--- config.mk ---
export PLATFORM = sky130hd
export DESIGN_NAME = ext_rx_if
export DESIGN_NICKNAME = d
export VERILOG_FILES = /design/src/rtl/ext_rx_if.sv
export SDC_FILE = /design/constraint.sdc
export NUM_CORES = 1
export LEC_CHECK = 0
export ABC_AREA = 1
export CAP_MARGIN = 20
export CORE_AREA = 4 4 114 116
export CTS_CLUSTER_SIZE = 40
export DETAILED_ROUTE_END_ITERATION = 10
export DIE_AREA = 0 0 118 120
export HOLD_SLACK_MARGIN = 0.05
export PLACE_DENSITY = 0.73
export SKIP_CTS_REPAIR_TIMING = 1
export SYNTH_ARGS = -nofsm -noshare
export SYNTH_HDL_FRONTEND = slang
export SYNTH_SLANG_ARGS = --single-unit
--- constraint.sdc ---
create_clock -name clk_i -period 4.7 [get_ports clk_i]
set_clock_uncertainty 0.2 [all_clocks]
set_input_delay 0.94 -clock clk_i [delete_from_list [all_inputs] [get_ports clk_i]]
set_output_delay 0.94 -clock clk_i [all_outputs]
set_load 0.01 [all_outputs]
--- src/rtl/ext_rx_if.sv ---
// ext_rx_if: read-side AXI4 master of the external DMA unit.
// Accepts read commands, issues them on AR with a registered handshake,
// forwards R beats to the RX data buffer and releases the TID on the last beat.
// Optional build macro: EXT_RX_ERR_CHECK_EN adds per-TID burst length and
// response checking with a sticky error flag.
module ext_rx_if #(
  parameter int AXI_ADDR_WIDTH  = 32,
  parameter int AXI_DATA_WIDTH  = 64,
  parameter int AXI_USER_WIDTH  = 6,
  parameter int AXI_ID_WIDTH    = 4,
  parameter int EXT_ADD_WIDTH   = 29,
  parameter int EXT_OPC_WIDTH   = 12,
  parameter int EXT_TID_WIDTH   = 4,
  parameter int MCHAN_LEN_WIDTH = 15,
  parameter int MAX_OUTSTANDING = 8
) (
  input  logic                       clk_i,
  input  logic                       rst_ni,
  input  logic [EXT_ADD_WIDTH-1:0]   cmd_add_i,
  input  logic [EXT_OPC_WIDTH-1:0]   cmd_opc_i,
  input  logic [MCHAN_LEN_WIDTH-1:0] cmd_len_i,
  input  logic [EXT_TID_WIDTH-1:0]   cmd_tid_i,
  input  logic                       cmd_bst_i,
  input  logic                       cmd_req_i,
  output logic                       cmd_gnt_o,
  input  logic                       valid_tid_i,
  output logic                       release_tid_o,
  output logic [EXT_TID_WIDTH-1:0]   res_tid_o,
  output logic                       synch_req_o,
  output logic [AXI_DATA_WIDTH-1:0]  rx_data_dat_o,
  output logic [EXT_TID_WIDTH-1:0]   rx_data_tid_o,
  output logic                       rx_data_last_o,
  output logic                       rx_data_req_o,
  input  logic                       rx_data_gnt_i,
  output logic                       axi_master_ar_valid_o,
  output logic [AXI_ADDR_WIDTH-1:0]  axi_master_ar_addr_o,
  output logic [2:0]                 axi_master_ar_prot_o,
  output logic [3:0]                 axi_master_ar_region_o,
  output logic [7:0]                 axi_master_ar_len_o,
  output logic [2:0]                 axi_master_ar_size_o,
  output logic [1:0]                 axi_master_ar_burst_o,
  output logic                       axi_master_ar_lock_o,
  output logic [3:0]                 axi_master_ar_cache_o,
  output logic [3:0]                 axi_master_ar_qos_o,
  output logic [AXI_ID_WIDTH-1:0]    axi_master_ar_id_o,
  output logic [AXI_USER_WIDTH-1:0]  axi_master_ar_user_o,
  input  logic                       axi_master_ar_ready_i,
  input  logic                       axi_master_r_valid_i,
  input  logic [AXI_DATA_WIDTH-1:0]  axi_master_r_data_i,
  input  logic [1:0]                 axi_master_r_resp_i,
  input  logic                       axi_master_r_last_i,
  input  logic [AXI_ID_WIDTH-1:0]    axi_master_r_id_i,
  input  logic [AXI_USER_WIDTH-1:0]  axi_master_r_user_i,
  output logic                       axi_master_r_ready_o,
  input  logic                       err_clr_i,
  output logic                       err_o,
  output logic [EXT_TID_WIDTH-1:0]   err_tid_o
);

  localparam int OUT_W = $clog2(MAX_OUTSTANDING + 1);

  typedef enum logic {AR_IDLE, AR_REQ} ar_state_e;

  ar_state_e                 state_q, state_d;
  logic [OUT_W-1:0]          outstanding_q;
  logic [AXI_ADDR_WIDTH-1:0] ar_addr_q;
  logic [7:0]                ar_len_q;
  logic [2:0]                ar_size_q;
  logic [1:0]                ar_burst_q;
  logic [AXI_ID_WIDTH-1:0]   ar_id_q;

  logic [7:0]                len_base;
  logic [3:0]                lsb_sum;
  logic [7:0]                ar_len_calc;
  logic                      slot_free;
  logic                      below_max;
  logic                      accept;
  logic                      r_hs;
  logic                      last_hs;
  logic [EXT_TID_WIDTH-1:0]  r_tid;

  // Beat count minus one: an extra beat when the start offset plus the
  // length remainder crosses a 64-bit word boundary.
  assign len_base    = 8'(cmd_len_i >> 3);
  assign lsb_sum     = {1'b0, cmd_add_i[2:0]} + {1'b0, cmd_len_i[2:0]};
  assign ar_len_calc = len_base + {7'd0, lsb_sum[3]};

  assign slot_free = (state_q == AR_IDLE) | ((state_q == AR_REQ) & axi_master_ar_ready_i);
  assign below_max = outstanding_q < OUT_W'(MAX_OUTSTANDING);
  assign accept    = cmd_req_i & valid_tid_i & below_max & slot_free;
  assign cmd_gnt_o = accept;

  assign r_tid   = axi_master_r_id_i[EXT_TID_WIDTH-1:0];
  assign r_hs    = axi_master_r_valid_i & rx_data_gnt_i;
  assign last_hs = r_hs & axi_master_r_last_i;

  // AR FSM next state: hold in AR_REQ while the slave stalls.
  always_comb begin
    state_d = state_q;
    case (state_q)
      AR_IDLE: if (accept) state_d = AR_REQ;
      AR_REQ:  if (axi_master_ar_ready_i) state_d = accept ? AR_REQ : AR_IDLE;
      default: state_d = AR_IDLE;
    endcase
  end

  // State register and AR field registers, loaded only on accept.
  always_ff @(posedge clk_i or negedge rst_ni) begin
    if (!rst_ni) begin
      state_q    <= AR_IDLE;
      ar_addr_q  <= '0;
      ar_len_q   <= '0;
      ar_size_q  <= '0;
      ar_burst_q <= '0;
      ar_id_q    <= '0;
    end else begin
      state_q <= state_d;
      if (accept) begin
        ar_addr_q  <= AXI_ADDR_WIDTH'(cmd_add_i);
        ar_len_q   <= ar_len_calc;
        ar_size_q  <= 3'd3;
        ar_burst_q <= {1'b0, cmd_bst_i};
        ar_id_q    <= AXI_ID_WIDTH'(cmd_tid_i);
      end
    end
  end

  // Reads in flight: counted from accept until the last beat is taken.
  always_ff @(posedge clk_i or negedge rst_ni) begin
    if (!rst_ni) begin
      outstanding_q <= '0;
    end else begin
      case ({accept, last_hs})
        2'b10:   outstanding_q <= outstanding_q + 1'b1;
        2'b01:   outstanding_q <= outstanding_q - 1'b1;
        default: outstanding_q <= outstanding_q;
      endcase
    end
  end

  assign axi_master_ar_valid_o  = (state_q == AR_REQ);
  assign axi_master_ar_addr_o   = ar_addr_q;
  assign axi_master_ar_len_o    = ar_len_q;
  assign axi_master_ar_size_o   = ar_size_q;
  assign axi_master_ar_burst_o  = ar_burst_q;
  assign axi_master_ar_id_o     = ar_id_q;
  assign axi_master_ar_prot_o   = '0;
  assign axi_master_ar_region_o = '0;
  assign axi_master_ar_lock_o   = 1'b0;
  assign axi_master_ar_cache_o  = '0;
  assign axi_master_ar_qos_o    = '0;
  assign axi_master_ar_user_o   = '0;

  assign axi_master_r_ready_o = rx_data_gnt_i;
  assign rx_data_req_o        = r_hs;
  assign rx_data_dat_o        = axi_master_r_data_i;
  assign rx_data_last_o       = axi_master_r_last_i;
  assign rx_data_tid_o        = r_tid;
  assign release_tid_o        = last_hs;
  assign res_tid_o            = r_tid;
  assign synch_req_o          = last_hs;

`ifdef EXT_RX_ERR_CHECK_EN
  localparam int NTID = 1 << EXT_TID_WIDTH;

  logic [7:0]               exp_len_q  [NTID];
  logic [7:0]               beat_cnt_q [NTID];
  logic                     err_q;
  logic [EXT_TID_WIDTH-1:0] err_tid_q;
  logic                     new_err;

  // A beat is bad if the burst ends early/late or the slave reports an error.
  always_comb begin
    new_err = 1'b0;
    if (r_hs) begin
      new_err = (axi_master_r_last_i  & (beat_cnt_q[r_tid] != exp_len_q[r_tid])) |
                (!axi_master_r_last_i & (beat_cnt_q[r_tid] == exp_len_q[r_tid])) |
                (axi_master_r_resp_i != 2'b00);
    end
  end

  // Per-TID expected length and running beat count.
  always_ff @(posedge clk_i or negedge rst_ni) begin
    if (!rst_ni) begin
      for (int i = 0; i < NTID; i++) begin
        exp_len_q[i]  <= '0;
        beat_cnt_q[i] <= '0;
      end
    end else begin
      if (accept) exp_len_q[cmd_tid_i] <= ar_len_calc;
      if (r_hs) beat_cnt_q[r_tid] <= axi_master_r_last_i ? 8'd0 : beat_cnt_q[r_tid] + 8'd1;
    end
  end

  // Sticky error; the first failing TID is kept, and a new error beats a clear.
  always_ff @(posedge clk_i or negedge rst_ni) begin
    if (!rst_ni) begin
      err_q     <= 1'b0;
      err_tid_q <= '0;
    end else if (new_err) begin
      err_q <= 1'b1;
      if (!err_q || err_clr_i) err_tid_q <= r_tid;
    end else if (err_clr_i) begin
      err_q     <= 1'b0;
      err_tid_q <= '0;
    end
  end

  assign err_o     = err_q;
  assign err_tid_o = err_tid_q;

  logic unused_sig;
  assign unused_sig = ^{cmd_opc_i, axi_master_r_user_i, axi_master_r_id_i};
`else
  assign err_o     = 1'b0;
  assign err_tid_o = '0;

  logic unused_sig;
  assign unused_sig = ^{cmd_opc_i, axi_master_r_user_i, axi_master_r_id_i,
                        axi_master_r_resp_i, err_clr_i};
`endif

endmodule

==> results.py <==
metrics = {
    "synthesis": {
        "synth_cell_type_count": 24,
        "synthTopCellsByCount": "nand2_1 (136), buf_4 (111), dfrtp_1 (48), inv_1 (11), ha_1 (7)",
        "synth.most_common_cell": "nand2_1",
        "ys_seq_area_share_pct": 40.7,
        "netlist_instances": 355,
        "syn_area_mm2": 0.00295,
        "avgSynthCellArea_um2": 8.32,
        "synth_top_cells_by_area": "dfrtp_1 (41%), buf_4 (28%), nand2_1 (17%)",
        "yosysWarnings": 0,
        "async_flop_share_pct": 100,
        "yosysTopAreaCellShare_pct": 40.7,
        "ys_ff_latch": 48,
        "ys.flop_type": "dfrtp_1",
        "synth_area_leader_cell": "dfrtp_1",
        "synth_edf_count": 0,
    },
    "sta": {
        "tns_ps": 0,
        "slew_headroom_pct": 61.6,
        "post-route-min-period_ps": 3500,
        "hold_viol": 0,
        "maxSlewViolCount": 0,
        "fmax_mhz": 286,
        "finalSetupViolCount": 0,
        "fin_hold_ws_ps": 275,
        "rsz0062_at_grt": "no",
        "max_slew.worst_pin.slew_ps": 576,
        "final.period_utilization_pct": 74.4,
    },
    "setup_path": {
        "critical_path.max_fanout": 4,
        "slowest_delay_ps": 610,
        "crit_path_end_kind": "primary output",
        "cp_common_cell": "clkdlybuf4s50_1",
        "r2r-start": "axi_master_ar_valid_o",
        "required_ps": 3560,
        "crit_arrival_ps": 2360,
        "crit_path_cell_trace": "clkdlybuf4s50_1 -> nand2_1 -> nor2_1 -> clkdlybuf4s50_1",
        "crit_slowest_cell": "clkdlybuf4s50_1",
        "path_class": "primary input to primary output",
        "r2r_setup_slack_ps": 2130,
        "worstRegToRegCells": 11,
        "start_kind": "primary input",
        "worstReg2RegEnd": "outstanding_q[2]",
    },
    "global_routing": {
        "grt_use_total_pct": 9.86,
        "grt_antenna_before_repair": 0,
        "grt_max_degree": 49,
        "grt_overflow": 0,
        "grt_pass1_vias": 2214,
        "grt_pass1_wl_mm": 11.0,
    },
    "drt": {
        "ant_nets": 0,
        "routed_wl_mm": 7.06,
        "drtPass1Iterations": 4,
        "wl_per_cell_um": 13.3,
        "vias_per_cell": 4.11,
        "initialDrtViolationCount": 56,
        "drcViolationCount": 0,
        "vias": 2176,
    },
    "finish": {
        "n_antenna_cell": 0,
        "synthToLayoutAreaGrowth_pct": 21.1,
        "layout.nets": 535,
        "final_core_util_pct": 30.0,
        "drive_gt1_share_pct": 4.18,
    },
    "place": {
        "dp_hpwl_mm": 5.31,
        "port_buffers": 103,
        "gp_congestion": 0.682,
    },
    "power": {
        "power_switching_mw": 0.620,
        "leakagePower_nw": 1.75,
        "powerDensity_mw_per_mm2": 522,
        "p_comb_share_pct": 42.6,
        "p_int_mw": 1.24,
        "seq_power_share_pct": 37.7,
        "vdd_ir_drop_max_uv": 190,
        "pwr-share-clk_pct": 19.8,
        "power_mw": 1.86,
        "swShare_pct": 33.3,
    },
    "clocking": {
        "cts_sinks": 48,
        "tritoncts": "done",
        "cts-root-buf": "clkbuf_16",
        "clockBufferDepth": 2,
        "clk_pin_slew_worst_paths_ps": 60,
        "clk_latency_ps": 290,
        "cts_htree_levels": 2,
        "cts_buffers": 5,
    },
    "die": {
        "die_x_um": 118,
        "fp.dieH_um": 120,
        "start_util_pct": 24.8,
        "coreArea_mm2": 0.0119,
        "io_pins": 301,
        "dieArea_mm2": 0.0142,
        "floorplan.rows": 40,
    },
    "min_path": {
        "min_from": "axi_master_ar_addr_o[14]",
        "whs_endpoint": "axi_master_ar_addr_o[14]",
        "hold_path_depth": 2,
        "hold_path.class": "flop to flop",
    },
    "run": {
        "drv_cap": 0,
    },
    "outcome": {
        "status": "completed",
    },
}
cell usage in the layout (no fill, tap or decap):
cell type / netlist / layout
a21oi_1: 2 / 2
a31oi_1: 1 / 1
buf_12: 0 / 1
buf_2: 1 / 1
buf_4: 111 / 2
clkbuf_1: 0 / 2
clkbuf_16: 0 / 5
clkbuf_8: 0 / 1
clkdlybuf4s50_1: 0 / 102
conb_1: 1 / 32
dfrtp_1: 48 / 48
ha_1: 7 / 7
inv_1: 11 / 11
inv_2: 1 / 1
nand2_1: 136 / 136
nand3_1: 5 / 5
nand3_2: 1 / 1
nand4_1: 2 / 2
nor2_1: 6 / 6
nor2_2: 1 / 1
o211ai_4: 0 / 1
o21ai_0: 5 / 5
o21ai_2: 1 / 1
o21bai_1: 1 / 1
or2_1: 1 / 1
or2_2: 1 / 1
xnor2_1: 5 / 5
xor2_1: 1 / 1
area by class of cell:
type	count	area (um2)
Fill cell	1280	8340
Sequential cell	48	1200
Timing Repair Buffer	106	1060
Multi-Input combinational cell	209	938
Tap cell	147	184
Clock buffer	8	146
Inverter	12	45.0
power groups by stage:
stage	sequential (mW)	combinational [mW]	clock, mW
after floorplan	0.782	0.344	0
after global placement	0.700	0.777	0
after detailed placement	0.709	0.805	0
after CTS	0.704	0.808	0.396
after global routing	0.728	0.873	0.408
final	0.702	0.794	0.368
kinds of logic after synthesis:
kind of cell	count (synthesis)	share of synthesized area (%)
buf+inv	129	31.8
fa+ha+maj	7	2.96
flops	48	40.7
other cells	1	0.127
xor+xnor	6	1.78
simple gates	153	20.3
compound gates	11	2.37
flip-flops by register name, summed over array words and instances, names as in the netlist:
signal	cells
axi_master_ar_len_o	8
axi_master_ar_burst_o	1
axi_master_ar_size_o	1
outstanding_q	4
axi_master_ar_addr_o	29
axi_master_ar_valid_o	1
axi_master_ar_id_o	4
how the worst max path moves through the flow:
stage	end	slack, ps	start	depth (start not counted)
after floorplan	outstanding_q[2]	2070	valid_tid_i	12
final	synch_req_o	1200	rx_data_gnt_i	4
after global placement	outstanding_q[2]	1220	axi_master_ar_ready_i	10
after CTS	synch_req_o	1190	rx_data_gnt_i	4
after detailed placement	outstanding_q[2]	1070	axi_master_ar_ready_i	11
after global routing	synch_req_o	1140	rx_data_gnt_i	4
metal layers:
| metal | up-vias | wire (um) | global-route usage (%) |
|---|---|---|---|
| met5 | - | 0 | 0 |
| met4 | 0 | 218 | 5.86 |
| met3 | 27 | 769 | 5.33 |
| met2 | 154 | 3340 | 15.3 |
| met1 | 1002 | 2730 | 10.6 |
| li1 | 993 | - | - |
worst max-delay path, delay by kind of cell:
family	cells	cell delay, ps
and+or+nand+nor	2	320
buffers and inverters	2	1100
per-stage QoR:
stage	setup WS [ps]	instances	instance area, um2
2_1_floorplan	2070	386	3070
3_3_place_gp	1220	521	3410
3_5_place_dp	1070	522	3430
4_1_cts	1190	530	3580
5_1_grt	1140	530	3580
6_report	1200	530	3580
Power figures use the tool's default switching activity.
